<file path="config.mk">
export PLATFORM = sky130hd
export DESIGN_NAME = instr_aligner_flat
export DESIGN_NICKNAME = d
export VERILOG_FILES = /design/src/rtl/instr_aligner_if.sv /design/src/rtl/instr_aligner.sv /design/src/flat_wrapper.sv
export SDC_FILE = /design/constraint.sdc
export NUM_CORES = 1
export LEC_CHECK = 0
export ABC_AREA = 1
export CAP_MARGIN = 25
export CELL_PAD_IN_SITES_DETAIL_PLACEMENT = 1
export CELL_PAD_IN_SITES_GLOBAL_PLACEMENT = 1
export CORE_UTILIZATION = 35
export CTS_CLUSTER_SIZE = 10
export DETAILED_ROUTE_END_ITERATION = 8
export PLACE_DENSITY = 0.87
export SYNTH_ARGS = -nofsm -noshare
export SYNTH_HDL_FRONTEND = slang
export SYNTH_SLANG_ARGS = --single-unit
</file>
<file path="constraint.sdc">
create_clock -name clk_i -period 3.4 [get_ports clk_i]
set_input_delay 1.02 -clock clk_i [delete_from_list [all_inputs] [get_ports clk_i]]
set_output_delay 1.02 -clock clk_i [all_outputs]
set_load 0.02 [all_outputs]
</file>
<file path="src/rtl/instr_aligner_if.sv">
// rtl/instr_aligner_if.sv - fetch-word in / instruction out handshake bundle for instr_aligner
interface instr_aligner_if;
    logic        flush_i;
    logic [31:0] flush_pc_i;
    logic [31:0] fetch_data_i;
    logic        fetch_valid_i;
    logic        fetch_ready_o;
    logic [31:0] instr_o;
    logic [31:0] instr_pc_o;
    logic        instr_valid_o;
    logic        instr_ready_i;

    modport slave (
        input  flush_i, flush_pc_i, fetch_data_i, fetch_valid_i, instr_ready_i,
        output fetch_ready_o, instr_o, instr_pc_o, instr_valid_o
    );

    modport master (
        output flush_i, flush_pc_i, fetch_data_i, fetch_valid_i, instr_ready_i,
        input  fetch_ready_o, instr_o, instr_pc_o, instr_valid_o
    );
endinterface

</file>
<file path="src/rtl/instr_aligner.sv">
// rtl/instr_aligner.sv - splits word-aligned fetch words into 16/32-bit instructions with PCs
module instr_aligner #(
    parameter logic [31:0] RESET_PC = 32'h0000_0000
) (
    input  logic         clk_i,
    input  logic         rst_ni,
    instr_aligner_if.slave bus
);
    logic [15:0] hw   [3];
    logic [15:0] hw_n [3];
    logic [1:0]  cnt, cnt_n, rem, n_cons;
    logic [31:0] pc, pc_n;
    logic        drop, drop_n;
    logic        is32, consume, accept;

    assign is32 = (hw[0][1:0] == 2'b11);

    assign bus.instr_valid_o = !bus.flush_i &
                               (((cnt >= 2'd1) & !is32) | ((cnt >= 2'd2) & is32));
    assign bus.instr_o       = is32 ? {hw[1], hw[0]} : {16'h0000, hw[0]};
    assign bus.instr_pc_o    = pc;
    // Ready looks only at the halfword count so it never depends on the consumer.
    assign bus.fetch_ready_o = (cnt <= 2'd1);

    assign consume = bus.instr_valid_o & bus.instr_ready_i;
    assign accept  = bus.fetch_valid_i & bus.fetch_ready_o & !bus.flush_i;
    assign n_cons  = consume ? (is32 ? 2'd2 : 2'd1) : 2'd0;

    always_comb begin
        hw_n   = hw;
        rem    = cnt - n_cons;
        cnt_n  = rem;
        drop_n = drop;
        pc_n   = pc + (consume ? (is32 ? 32'd4 : 32'd2) : 32'd0);

        if (n_cons == 2'd1) begin
            hw_n[0] = hw[1];
            hw_n[1] = hw[2];
        end else if (n_cons == 2'd2) begin
            hw_n[0] = hw[2];
        end

        // Accept only happens with cnt<=1, so rem<=1 and both slots fit.
        if (accept) begin
            if (drop) begin
                hw_n[rem] = bus.fetch_data_i[31:16];
                cnt_n     = rem + 2'd1;
                drop_n    = 1'b0;
            end else begin
                hw_n[rem]        = bus.fetch_data_i[15:0];
                hw_n[rem + 2'd1] = bus.fetch_data_i[31:16];
                cnt_n            = rem + 2'd2;
            end
        end

        if (bus.flush_i) begin
            cnt_n  = 2'd0;
            pc_n   = bus.flush_pc_i & 32'hFFFF_FFFE;
            drop_n = bus.flush_pc_i[1];
        end
    end

    always_ff @(posedge clk_i) begin
        if (!rst_ni) begin
            cnt   <= 2'd0;
            pc    <= RESET_PC;
            drop  <= RESET_PC[1];
            hw[0] <= 16'h0000;
            hw[1] <= 16'h0000;
            hw[2] <= 16'h0000;
        end else begin
            cnt   <= cnt_n;
            pc    <= pc_n;
            drop  <= drop_n;
            hw[0] <= hw_n[0];
            hw[1] <= hw_n[1];
            hw[2] <= hw_n[2];
        end
    end
endmodule
</file>
<file path="src/flat_wrapper.sv">
// flat-port wrapper written by rule: the top's interface ports become plain ports
module instr_aligner_flat 
#(
    parameter logic [31:0] RESET_PC = 32'h0000_0000
)
  (clk_i, rst_ni, bus_flush_i, bus_flush_pc_i, bus_fetch_data_i, bus_fetch_valid_i, bus_instr_ready_i, bus_fetch_ready_o, bus_instr_o, bus_instr_pc_o, bus_instr_valid_o);
  instr_aligner_if bus_i ();
  input  logic clk_i;
  input  logic rst_ni;
  input wire logic [$bits(bus_i.flush_i)-1:0] bus_flush_i;
  input wire logic [$bits(bus_i.flush_pc_i)-1:0] bus_flush_pc_i;
  input wire logic [$bits(bus_i.fetch_data_i)-1:0] bus_fetch_data_i;
  input wire logic [$bits(bus_i.fetch_valid_i)-1:0] bus_fetch_valid_i;
  input wire logic [$bits(bus_i.instr_ready_i)-1:0] bus_instr_ready_i;
  output wire logic [$bits(bus_i.fetch_ready_o)-1:0] bus_fetch_ready_o;
  output wire logic [$bits(bus_i.instr_o)-1:0] bus_instr_o;
  output wire logic [$bits(bus_i.instr_pc_o)-1:0] bus_instr_pc_o;
  output wire logic [$bits(bus_i.instr_valid_o)-1:0] bus_instr_valid_o;
  assign bus_i.flush_i = bus_flush_i;
  assign bus_i.flush_pc_i = bus_flush_pc_i;
  assign bus_i.fetch_data_i = bus_fetch_data_i;
  assign bus_i.fetch_valid_i = bus_fetch_valid_i;
  assign bus_i.instr_ready_i = bus_instr_ready_i;
  assign bus_fetch_ready_o = bus_i.fetch_ready_o;
  assign bus_instr_o = bus_i.instr_o;
  assign bus_instr_pc_o = bus_i.instr_pc_o;
  assign bus_instr_valid_o = bus_i.instr_valid_o;
  instr_aligner #(.RESET_PC(RESET_PC)) u_core (.clk_i(clk_i), .rst_ni(rst_ni), .bus(bus_i));
endmodule
</file>
# Yosys cells after proc, flatten, opt, wreduce, memory -nomap -nowiden
# Index checks and enable logic that the tools add are counted.
# word_totals
regBits,83
output_inout_bits,66
in_bits,69
word_cells,59
# op_classes
n_reduce_logical,6
addsub,4
mux,22
bitwise,10
n_eq_ne,3
magnitude_cmp,7
# ops
cell,n
48-bit bitwise mux,3
32-bit two-way mux,3
48-bit two-way mux,2
16-bit two-way mux,5
16-bit demux with 2-bit select,2
32-bit adder,1
2-bit two-way mux,4
1-bit AND,6
3-bit >= comparator (second input constant),2
3-bit by 1-bit less-than comparator with 1-bit output (second input constant),2
2-bit NOT with 3-bit output,2
2-bit equality test (second input constant),2
3-bit two-way mux,1
2-bit by 1-bit adder with 2-bit output (second input constant),1
2-bit adder (second input constant),1
2-bit by 1-bit equality test with 1-bit output (second input constant),1
2-bit by 1-bit >= comparator with 1-bit output (second input constant),1
2-bit >= comparator (second input constant),1
2-bit by 1-bit <= comparator with 1-bit output (second input constant),1
1-bit logical AND,2
1-bit zero test,2
1-bit two-way mux,2
2-bit nonzero test,1
2-bit OR reduction,1
3 further kinds,3

# Depth between registers and ports, before layout
# Gate-level depths: netlist of run 1.
# depth
word_depth,17
depth_mapped,19
mapped_depth_nobuf,17

# Least setup slack after synthesis of run 1
# Ideal clock, no wire load.
# synth_path
kind,input to register
start,input port bus_flush_i
end,register u_core.hw[39] (netlist name)
setup_time_ns,0.070
path_buffers,3
arrival_ns,3.047
path_stages,15
path_slack_ns,0.283
path_cell_list,inv_2 -> nand3_4 -> nor2_4 -> buf_4 -> buf_6 -> ha_1 -> xor2_2 -> inv_1 -> ha_1 -> inv_1 -> clkbuf_1 -> nor3_1 -> nor3_1 -> nand3_1 -> a21oi_1
# synth_between
elab_chain_cells,14
# synth_rtl
item,line_no,rtl
"start, declared",flat_wrapper.sv:10,input wire logic [$bits(bus_i.flush_i)-1:0] bus_flush_i;
1-bit zero test *,"instr_aligner.sv:18, instr_aligner.sv:26",
1-bit AND,instr_aligner.sv:18,assign bus.instr_valid_o = !bus.flush_i &
1-bit AND,instr_aligner.sv:25,assign consume = bus.instr_valid_o & bus.instr_ready_i;
2-bit two-way mux,instr_aligner.sv:27,assign n_cons = consume ? (is32 ? 2'd2 : 2'd1) : 2'd0;
2-bit subtractor,instr_aligner.sv:31,rem = cnt - n_cons;
2-bit by 1-bit adder with 2-bit output or 2-bit NOT with 3-bit output (tied branches),"instr_aligner.sv:51, instr_aligner.sv:46, instr_aligner.sv:50",
"2-bit NOT with 3-bit output (not written as such), or another cell as far along",instr_aligner.sv:51,hw_n[rem + 2'd1] = bus.fetch_data_i[31:16];
"3-bit >= comparator (not written as such), or another cell as far along",instr_aligner.sv:51,
1-bit logical AND (not written as such) or 16-bit two-way mux (tied branches),"instr_aligner.sv:51, instr_aligner.sv:46, instr_aligner.sv:50",
16-bit two-way mux (not written as such) or 16-bit demux with 2-bit select (tied branches),"instr_aligner.sv:51, instr_aligner.sv:46, instr_aligner.sv:50",
16-bit demux with 2-bit select or 48-bit bitwise mux (tied branches),"instr_aligner.sv:51, instr_aligner.sv:50",
48-bit bitwise mux,instr_aligner.sv:51,
48-bit two-way mux,instr_aligner.sv:45,if (drop) begin
48-bit two-way mux *,instr_aligner.sv:44,if (accept) begin
"end, declared",instr_aligner.sv:9,logic [15:0] hw [3];
# Mark *: on every way between the ends. The rest lies on a longest branch, timed or not.
# A chain may end at the register's enable or synchronous reset.

# Worst setup path in the final report of run 1
# layout_path
start,input port bus_instr_ready_i
end,register u_core.hw[31] (netlist name)
# layout_between
elab_chain_cells,12
# layout_rtl
item,line_no,rtl
"start, declared",flat_wrapper.sv:14,input wire logic [$bits(bus_i.instr_ready_i)-1:0] bus_instr_ready_i;
1-bit AND *,instr_aligner.sv:25,
2-bit two-way mux *,instr_aligner.sv:27,
2-bit subtractor,instr_aligner.sv:31,
2-bit by 1-bit adder with 2-bit output or 2-bit NOT with 3-bit output (tied branches),"instr_aligner.sv:51, instr_aligner.sv:46, instr_aligner.sv:50",
"2-bit NOT with 3-bit output (not written as such), or another cell as far along",instr_aligner.sv:51,
"3-bit >= comparator (not written as such), or another cell as far along",instr_aligner.sv:51,
1-bit logical AND (not written as such) or 16-bit two-way mux (tied branches),"instr_aligner.sv:51, instr_aligner.sv:46, instr_aligner.sv:50",
16-bit two-way mux (not written as such) or 16-bit demux with 2-bit select (tied branches),"instr_aligner.sv:51, instr_aligner.sv:46, instr_aligner.sv:50",
16-bit demux with 2-bit select or 48-bit bitwise mux (tied branches),"instr_aligner.sv:51, instr_aligner.sv:50",
48-bit bitwise mux,instr_aligner.sv:51,
48-bit two-way mux,instr_aligner.sv:45,
48-bit two-way mux *,instr_aligner.sv:44,
# Marked as above.

==> insert_results.sql, run 1 <==
INSERT INTO impl_metrics (metric_group, metric, value, unit) VALUES
('status', 'run_status', 'complete, no violations', ''),
('clock_network', 'cts_made_buffers', '9', ''),
('critical_path', 'r2r.worst_path.cells', '14', ''),
('critical_path', 'cp_num_cells', '13', ''),
('global_route', 'grt.total_usage', '0.265', ''),
('critical_path', 'cp.buffers_inverters', '4', ''),
('synth', 'synthCells', '1013', ''),
('critical_path', 'worstPathRequired', '3.69', 'ns'),
('floorplanning', 'initial_core_util', '0.358', ''),
('critical_path', 'critPathMaxStageDelay', '0.54', 'ns'),
('power', 'p_total', '2.87', 'mW'),
('global_route', 'first_global_vias', '7287', ''),
('global_route', 'pin_count_of_the_biggest_net_entering_global_routing', '65', ''),
('run', 'maxCapViolCount', '0', ''),
('synth', 'synth_cell_types', '36', ''),
('timing', 'finalHoldWorstSlack', '0.532', 'ns'),
('cells_and_area', 'antenna_cells_inserted', '0', ''),
('cells_and_area', 'syn2layout_area_growth', '33.1', '%'),
('routing', 'first_iter_violations', '399', ''),
('routing', 'via_count', '7136', ''),
('timing', 'fmaxAchievable', '0.310', 'GHz'),
('hold_path', 'worst_hold_path_type', 'reg2reg', ''),
('floorplanning', 'dieHeight', '132', 'µm'),
('cells_and_area', 'fraction_of_layout_instances_using_a_drive_strength_above_1', '0.0752', ''),
('routing', 'drt_wl_total', '22700', 'µm'),
('timing', 'timing_worst_slew_pin_value', '0.639', 'ns'),
('timing', 'timing.final.setup_violations', '0', ''),
('cells_and_area', 'finish.net_count', '1203', ''),
('place', 'port_buffers', '132', ''),
('critical_path', 'slowest_stage', 'clkdlybuf4s50_1', ''),
('timing', 'setup_tns', '0', 'ns'),
('routing', 'antenna_left', '0', ''),
('synth', 'ys_warn_count', '0', ''),
('timing', 'hold_viol', '0', ''),
('place', 'place.gp.congestion', '0.911', ''),
('synth', 'post_synth.cell_area_avg', '5.84', 'µm²'),
('routing', 'wl_per_cell', '16.8', 'µm'),
('routing', 'drcViolationCount', '0', ''),
('power', 'power.density', '365', 'nW/µm²'),
('place', 'dp_hpwl', '16400', 'µm'),
('clock_network', 'tritoncts_clock_tree', 'yes', ''),
('timing', 'fin_worst_skew', '0.00966', 'ns'),
('clock_network', 'clock_path_buffers', '2', ''),
('synth', 'mappedNetlistArea', '5920', 'µm²'),
('power', 'ir_drop', '241', 'µV'),
('critical_path', 'worst_ep_arrival_time', '3.51', 'ns'),
('clock_network', 'clkLatencyLatePin', '0.36', 'ns'),
('clock_network', 'cts_sinks', '82', ''),
('critical_path', 'reg2reg_slack', '0.58', 'ns'),
('critical_path', 'crit_chain', 'clkdlybuf4s50_1 -> nand3_4 -> nor2_4 -> ha_1 -> xor2_2 -> buf_4 -> ha_1 -> buf_6 -> buf_12 -> nand2_1 -> o211ai_1 -> nand3_1 -> a21oi_1', ''),
('synth', 'syn_nets', '1090', ''),
('critical_path', 'ws_path_type', 'in2reg', ''),
('global_route', 'first_pass_grt_wire_length', '36700', 'µm'),
('power', 'power_leakage', '3.19', 'nW'),
('hold_path', 'worst_hold_path.num_cells', '2', ''),
('global_route', 'grt_antenna_before_repair', '0', ''),
('timing', 'drv_slew', '0', ''),
('global_route', 'overflow', '0', ''),
('floorplanning', 'placeableCoreArea', '16500', 'µm²'),
('critical_path', 'startpoint_type_of_the_worst_setup_path', 'input pin', ''),
('timing', 'period_utilization_post_route', '0.948', ''),
('timing', 'final_period_minus_worst_setup_slack', '3.22', 'ns'),
('clock_network', 'htreeDepth', '3', ''),
('critical_path', 'worst_path_dominant_cell_family', 'buffers and inverters', ''),
('critical_path', 'worst_path_most_repeated_cell', 'ha_1', ''),
('floorplanning', 'die_outline_area', '17400', 'µm²'),
('floorplanning', 'row_count', '47', ''),
('floorplanning', 'top_level_ports', '135', ''),
('timing', 'timing.max_slew.rel_slack', '0.574', ''),
('critical_path', 'crit_path_max_fanout', '22', ''),
('critical_path', 'critPathCaptureType', 'flip-flop', ''),
('synth', 'synth_seq_cells', '82', ''),
('cells_and_area', 'finish.utilization', '0.477', ''),
('routing', 'detail_route.vias_per_cell', '5.28', ''),
('clock_network', 'clkTransAtPathRegs', '0.07', 'ns'),
('timing', 'final_worst_setup_slack', '0.177', 'ns'),
('routing', 'first_pass_iters', '5', ''),
('synth', 'yosysSeqAreaShare', '0.277', ''),
('place', 'dp_slack', '-0.324', 'ns'),
('floorplanning', 'die_span_x', '132', 'µm'),
('clock_network', 'root_buffer', 'clkbuf_16', '');
==> synth_stat cells <==
library cell,number,area (µm²)
nand2_2,3,18.8
nor3_2,1,10.0
nor2_1,78,293
ha_1,7,87.6
nand4_1,8,50.1
buf_2,21,105
nor2_4,2,22.5
conb_1,1,3.75
buf_4,18,135
nor2_2,5,31.3
inv_1,93,349
o21ai_2,1,8.76
buf_1,5,18.8
dfxtp_1,82,1640
a21oi_1,84,420
o221ai_1,1,8.76
or2_2,2,12.5
nor3_1,43,215
o21bai_1,1,7.51
nand2_4,1,11.3
a22o_1,1,8.76
nand2_1,331,1240
o21ai_1,13,65.1
a31oi_1,4,25.0
fa_1,1,20.0
buf_6,3,33.8
o21ai_0,42,210
xor2_1,5,43.8
xor2_2,1,16.3
inv_2,5,18.8
nand3_1,98,490
nand3b_1,4,30.0
o211ai_1,18,135
clkbuf_1,27,101
nand3_4,1,17.5
clkinv_1,2,7.51
==> logic make-up (layout without fill, tap and decap cells) <==
logic type,after synthesis,in the layout,synth area share
AND/OR/NAND/NOR,577,577,0.413
buffers and inverters,174,292,0.130
AO/OA/AOI/OAI,165,165,0.150
flip-flops,82,82,0.277
adder cells (fa/ha/maj),8,8,0.0182
XOR/XNOR,6,6,0.0102
other,1,1,0.000634
==> state kept, by name, summed over array words and instances (netlist names) <==
register               flops
u_core.bus.instr_pc_o     31
u_core.cnt                 2
u_core.drop                1
u_core.hw                 48
==> through the flow <==
| step | area, µm² | cells |
|---|---|---|
| global placement | 7510 | 1334 |
| floorplan | 5920 | 1013 |
| detailed placement | 7510 | 1334 |
| finish | 7880 | 1351 |
| CTS | 7860 | 1350 |
| global route | 7880 | 1351 |
==> metal layers <==
metal | global-route usage | share of wire | vias to the layer above
met4 | 0.155 | 0.045 | 0
met3 | 0.0315 | 0.044 | 66
met1 | 0.314 | 0.43 | 3376
met2 | 0.462 | 0.48 | 220
li1 | - | - | 3474
met5 | 0 | 0 | -
==> layout make-up <==
class | instances | area (µm²)
Clock buffer | 9 | 225
Fill cell | 2202 | 8650
Tap cell | 220 | 275
Sequential cell | 82 | 1640
Inverter | 100 | 375
Clock inverter | 7 | 124
Multi-Input combinational cell | 757 | 3510
Timing Repair Buffer | 176 | 1720
==> final timing paths <==
kind,to,start
max,u_core.hw[31],bus_instr_ready_i
min reg2reg,u_core.bus.instr_pc_o[18],u_core.bus.instr_pc_o[18]
min,u_core.bus.instr_pc_o[18],u_core.bus.instr_pc_o[18]
max reg2reg,u_core.hw[31],u_core.hw[32]
==> power by group <==
group | internal (mW) | switching [mW] | leakage, nW
registers | 1.02 | 0.0590 | 0.673
logic | 0.267 | 0.357 | 2.35
clock network | 0.724 | 0.448 | 0.167
total | 2.01 | 0.863 | 3.19
==> what timing repair did <==
action                     4_1_cts  5_1_grt
buffers inserted                 0        1
hold endpoints to repair         0        0
gates resized for setup          1        4
gates cloned                     0        0
setup endpoints to repair        1       19
pin swaps                        0        2
hold buffers                     0        0
==> placed cells by master (no fill, tap or decap), drive strengths merged <==
cell,instances
a21oi,84
a22o,1
a31oi,4
buf,44
bufinv,3
clkbuf,9
clkdlybuf4s50,131
clkinv,3
clkinvlp,1
conb,1
dfxtp,82
dlygate4sd2,1
fa,1
ha,7
inv,100
nand2,335
nand3,99
nand3b,4
nand4,8
nor2,85
nor3,44
o211ai,18
o21ai,56
o21bai,1
o221ai,1
or2,2
xor2,6
==> worst register-to-register path, cell delays in order, from the launching register on <==
cell and delay (ns):
dfxtp_1 0.35, nand2_2 0.17, buf_4 0.26, inv_1 0.12, nor2_4 0.13, ha_1 0.19, xor2_2 0.24, buf_4 0.15
ha_1 0.22, buf_6 0.19, buf_12 0.18, nand2_1 0.07, o211ai_1 0.17, nand3_1 0.13, a21oi_1 0.18
(Power assumes the default switching activity.)
==> run 2, diff against run 1 <==
Settings changed: ABC_AREA 1 to unset, CORE_UTILIZATION 35 to 36, PLACE_DENSITY 0.87 to 0.85, SKIP_CTS_REPAIR_TIMING set to 1.
==> insert_results.sql, run 2 <==
INSERT INTO impl_metrics (metric_group, metric, value, unit) VALUES
('synth', 'postSynth.topFlopCell', 'dfxtp_1', ''),
('critical_path', 'slowest_stage', 'clkdlybuf4s50_1', ''),
('floorplanning', 'initial_core_util', '0.370', ''),
('routing', 'first_pass_iters', '5', ''),
('timing', 'timing.max_slew.rel_slack', '0.487', ''),
('clock_network', 'cts_made_buffers', '9', ''),
('power', 'power.share.switching', '0.291', ''),
('power', 'internal-power', '1.96', 'mW'),
('timing', 'fin_worst_skew', '0.00540', 'ns'),
('power', 'clock_network_power_share', '0.398', ''),
('critical_path', 'worst_path_dominant_cell_family', 'buffers and inverters', ''),
('clock_network', 'clock_path_buffers', '2', ''),
('critical_path', 'critPathMaxStageDelay', '0.43', 'ns'),
('timing', 'final_period_minus_worst_setup_slack', '3.31', 'ns'),
('timing', 'timing.final.setup_violations', '0', ''),
('cells_and_area', 'antenna_cells_inserted', '0', ''),
('critical_path', 'crit_path_max_fanout', '4', ''),
('routing', 'via_count', '5794', ''),
('cells_and_area', 'largest_register_ff_count', '48', ''),
('synth', 'synth.top_cell.area_share', '0.304', ''),
('critical_path', 'critPathCaptureType', 'flip-flop', ''),
('critical_path', 'cp.buffers_inverters', '4', ''),
('floorplanning', 'die_span_x', '124', 'µm'),
('synth', 'synth.top_cells.by_count', '83 x nand2_1, 82 x dfxtp_1, 60 x o21ai_0', ''),
('power', 'switching_power', '0.806', 'mW'),
('cells_and_area', 'fraction_of_layout_instances_using_a_drive_strength_above_1', '0.112', ''),
('floorplanning', 'top_level_ports', '135', ''),
('global_route', 'first_pass_grt_wire_length', '32100', 'µm'),
('floorplanning', 'placeableCoreArea', '14600', 'µm²'),
('timing', 'hold_viol', '0', ''),
('cells_and_area', 'syn2layout_area_growth', '37.5', '%'),
('global_route', 'overflow', '0', ''),
('power', 'power.density', '372', 'nW/µm²'),
('hold_path', 'worst_hold_path_type', 'reg2reg', ''),
('critical_path', 'startpoint_type_of_the_worst_setup_path', 'input pin', ''),
('synth', 'ys_warn_count', '0', ''),
('clock_network', 'clkTransAtPathRegs', '0.06', 'ns'),
('floorplanning', 'die_outline_area', '15500', 'µm²'),
('synth', 'synth_seq_cells', '82', ''),
('routing', 'drt_wl_total', '20300', 'µm'),
('synth', 'yosysSeqAreaShare', '0.304', ''),
('power', 'ir_drop', '245', 'µV'),
('floorplanning', 'dieHeight', '124', 'µm'),
('cells_and_area', 'postLayoutCellArea', '7420', 'µm²'),
('status', 'run_status', 'complete, no violations', ''),
('cells_and_area', 'finish.utilization', '0.509', ''),
('critical_path', 'worstPathRequired', '3.70', 'ns'),
('hold_path', 'hold_path_startpoint', 'u_core.hw[6]', ''),
('routing', 'detail_route.vias_per_cell', '5.88', ''),
('routing', 'first_iter_violations', '409', ''),
('synth', 'post_synth.cell_area_avg', '7.97', 'µm²'),
('critical_path', 'r2r-start', 'u_core.cnt[1]', ''),
('global_route', 'pin_count_of_the_biggest_net_entering_global_routing', '53', ''),
('routing', 'drcViolationCount', '0', ''),
('timing', 'drv_slew', '0', ''),
('place', 'dp_hpwl', '13900', 'µm'),
('clock_network', 'tritoncts_clock_tree', 'yes', ''),
('critical_path', 'setup.worst_path.start', 'bus_flush_i', ''),
('critical_path', 'ws_path_type', 'in2reg', ''),
('routing', 'antenna_left', '0', ''),
('timing', 'timing_worst_slew_pin_value', '0.763', 'ns'),
('clock_network', 'cts_sinks', '82', ''),
('place', 'place_area', '7040', 'µm²'),
('synth', 'synth_cell_types', '47', ''),
('cells_and_area', 'finish.net_count', '873', ''),
('cells_and_area', 'mostFrequentLayoutCell', 'clkdlybuf4s50_1', ''),
('routing', 'wl_per_cell', '20.6', 'µm'),
('synth', 'synth_top_area_cell', 'dfxtp_1', ''),
('synth', 'synthCells', '677', ''),
('floorplanning', 'row_count', '44', ''),
('power', 'power_leakage', '3.05', 'nW'),
('synth', 'syn_nets', '754', ''),
('critical_path', 'crit_chain', 'clkdlybuf4s50_1 -> nand2b_4 -> a221oi_4 -> ha_4 -> xnor2_2 -> inv_1 -> ha_1 -> buf_4 -> nor2b_2 -> clkdlybuf4s15_2 -> a21boi_0 -> o211ai_1 -> o211a_1', ''),
('timing', 'fmaxAchievable', '0.302', 'GHz'),
('clock_network', 'htreeDepth', '3', ''),
('clock_network', 'clkLatencyLatePin', '0.35', 'ns'),
('cells_and_area', 'top_register', 'u_core.hw', ''),
('run', 'maxCapViolCount', '0', ''),
('synth', 'ys_async_sr_fraction', '0', ''),
('place', 'port_buffers', '132', ''),
('synth', 'synthTopCellsByArea', 'dfxtp_1 30%, nand2_1 5.8%, mux2i_1 5.7%', ''),
('global_route', 'first_global_vias', '6163', ''),
('timing', 'period_utilization_post_route', '0.974', ''),
('power', 'power.combinational.fraction', '0.213', ''),
('synth', 'mappedNetlistArea', '5400', 'µm²'),
('cells_and_area', 'mostFrequentLayoutCells', '130 x clkdlybuf4s50_1, 83 x nand2_1, 81 x dfxtp_1', ''),
('synth', 'synth.most_common_cell', 'nand2_1', ''),
('synth', 'synth-edff-count', '0', ''),
('clock_network', 'root_buffer', 'clkbuf_16', ''),
('global_route', 'grt_antenna_before_repair', '0', ''),
('place', 'place.gp.congestion', '0.858', ''),
('power', 'seq_power_share', '0.389', ''),
('global_route', 'grt.total_usage', '0.259', ''),
('critical_path', 'worst_ep_arrival_time', '3.61', 'ns');
-- run 2: changes by cell type after synthesis, moves of 31 or more --
cell	before	now
nor2_1	78	43
a221oi_1	0	33
inv_1	93	6
nand2_1	331	83
mux2i_1	0	31
nand3_1	98	11
a21oi_1	84	41
nor3_1	43	1
-- run 2: power groups by stage --
stage | clock, mW | combinational, mW | sequential [mW]
floorplan | 0 | 0.287 | 1.11
global placement | 0 | 0.548 | 1.09
detailed placement | 0 | 0.574 | 1.10
CTS | 1.12 | 0.580 | 1.08
global route | 1.16 | 0.630 | 1.08
finish | 1.10 | 0.588 | 1.08
-- run 2: through the flow --
step / worst slack [ns] / std cells / hold WS (ns) / TNS, ns / total power, mW
floorplan: -0.0325 / 677 / 0.492 / -0.325 / 1.39
global placement: -0.261 / 966 / 0.501 / -10.52 / 1.64
detailed placement: -0.365 / 966 / 0.519 / -18.10 / 1.67
CTS: -0.0361 / 982 / 0.529 / -0.125 / 2.78
global route: -0.0174 / 985 / 0.553 / -0.0549 / 2.87
finish: 0.0887 / 985 / 0.531 / 0 / 2.76
-- run 2: logic make-up (layout without fill, tap and decap cells) --
kind of cell,count (synthesis),in the layout,synth area share
multiplexers,32,32,0.0596
XOR/XNOR,31,31,0.0503
AND/OR/NAND/NOR,198,198,0.177
other,1,1,0.000695
flip-flops,82,82,0.304
adder cells (fa/ha/maj),8,8,0.0199
buffers and inverters,85,209,0.0779
AO/OA/AOI/OAI,240,240,0.311
-- run 2: layout make-up --
cell class | instances | area (µm²)
fill | 1707 | 7170
multi-input combinational | 510 | 3390
timing repair buffer | 186 | 1800
sequential | 82 | 1640
clock buffer | 10 | 239
tap | 184 | 230
clock inverter | 6 | 90.1
inverter | 7 | 26.3
-- run 2: worst paths after layout --
path	endpoint	slack, ns	cells past startpoint
worst max-delay path	u_core.hw[4]	0.09	13
worst min-delay path	u_core.hw[6]	0.53	1
worst max register to register	u_core.hw[4]	0.68	12
worst min register to register	u_core.hw[6]	0.53	1
-- run 2: worst register-to-register path, stage by stage (launching register included) --
cell and delay [ns]:
dfxtp_1 0.42, inv_1 0.16, a221oi_4 0.39, ha_4 0.19, xnor2_2 0.12, inv_1 0.09
ha_1 0.23, buf_4 0.16, nor2b_2 0.17, clkdlybuf4s15_2 0.29, a21boi_0 0.11, o211ai_1 0.18
o211a_1 0.17
-- run 2: per-layer routing --
layer	share of wire	vias up	wire length, µm	track usage
met5	0	-	0	0
met4	0.023	0	466	0.103
met3	0.051	40	1030	0.0528
met2	0.50	215	10100	0.453
met1	0.43	2838	8640	0.308
li1	-	2701	-	-
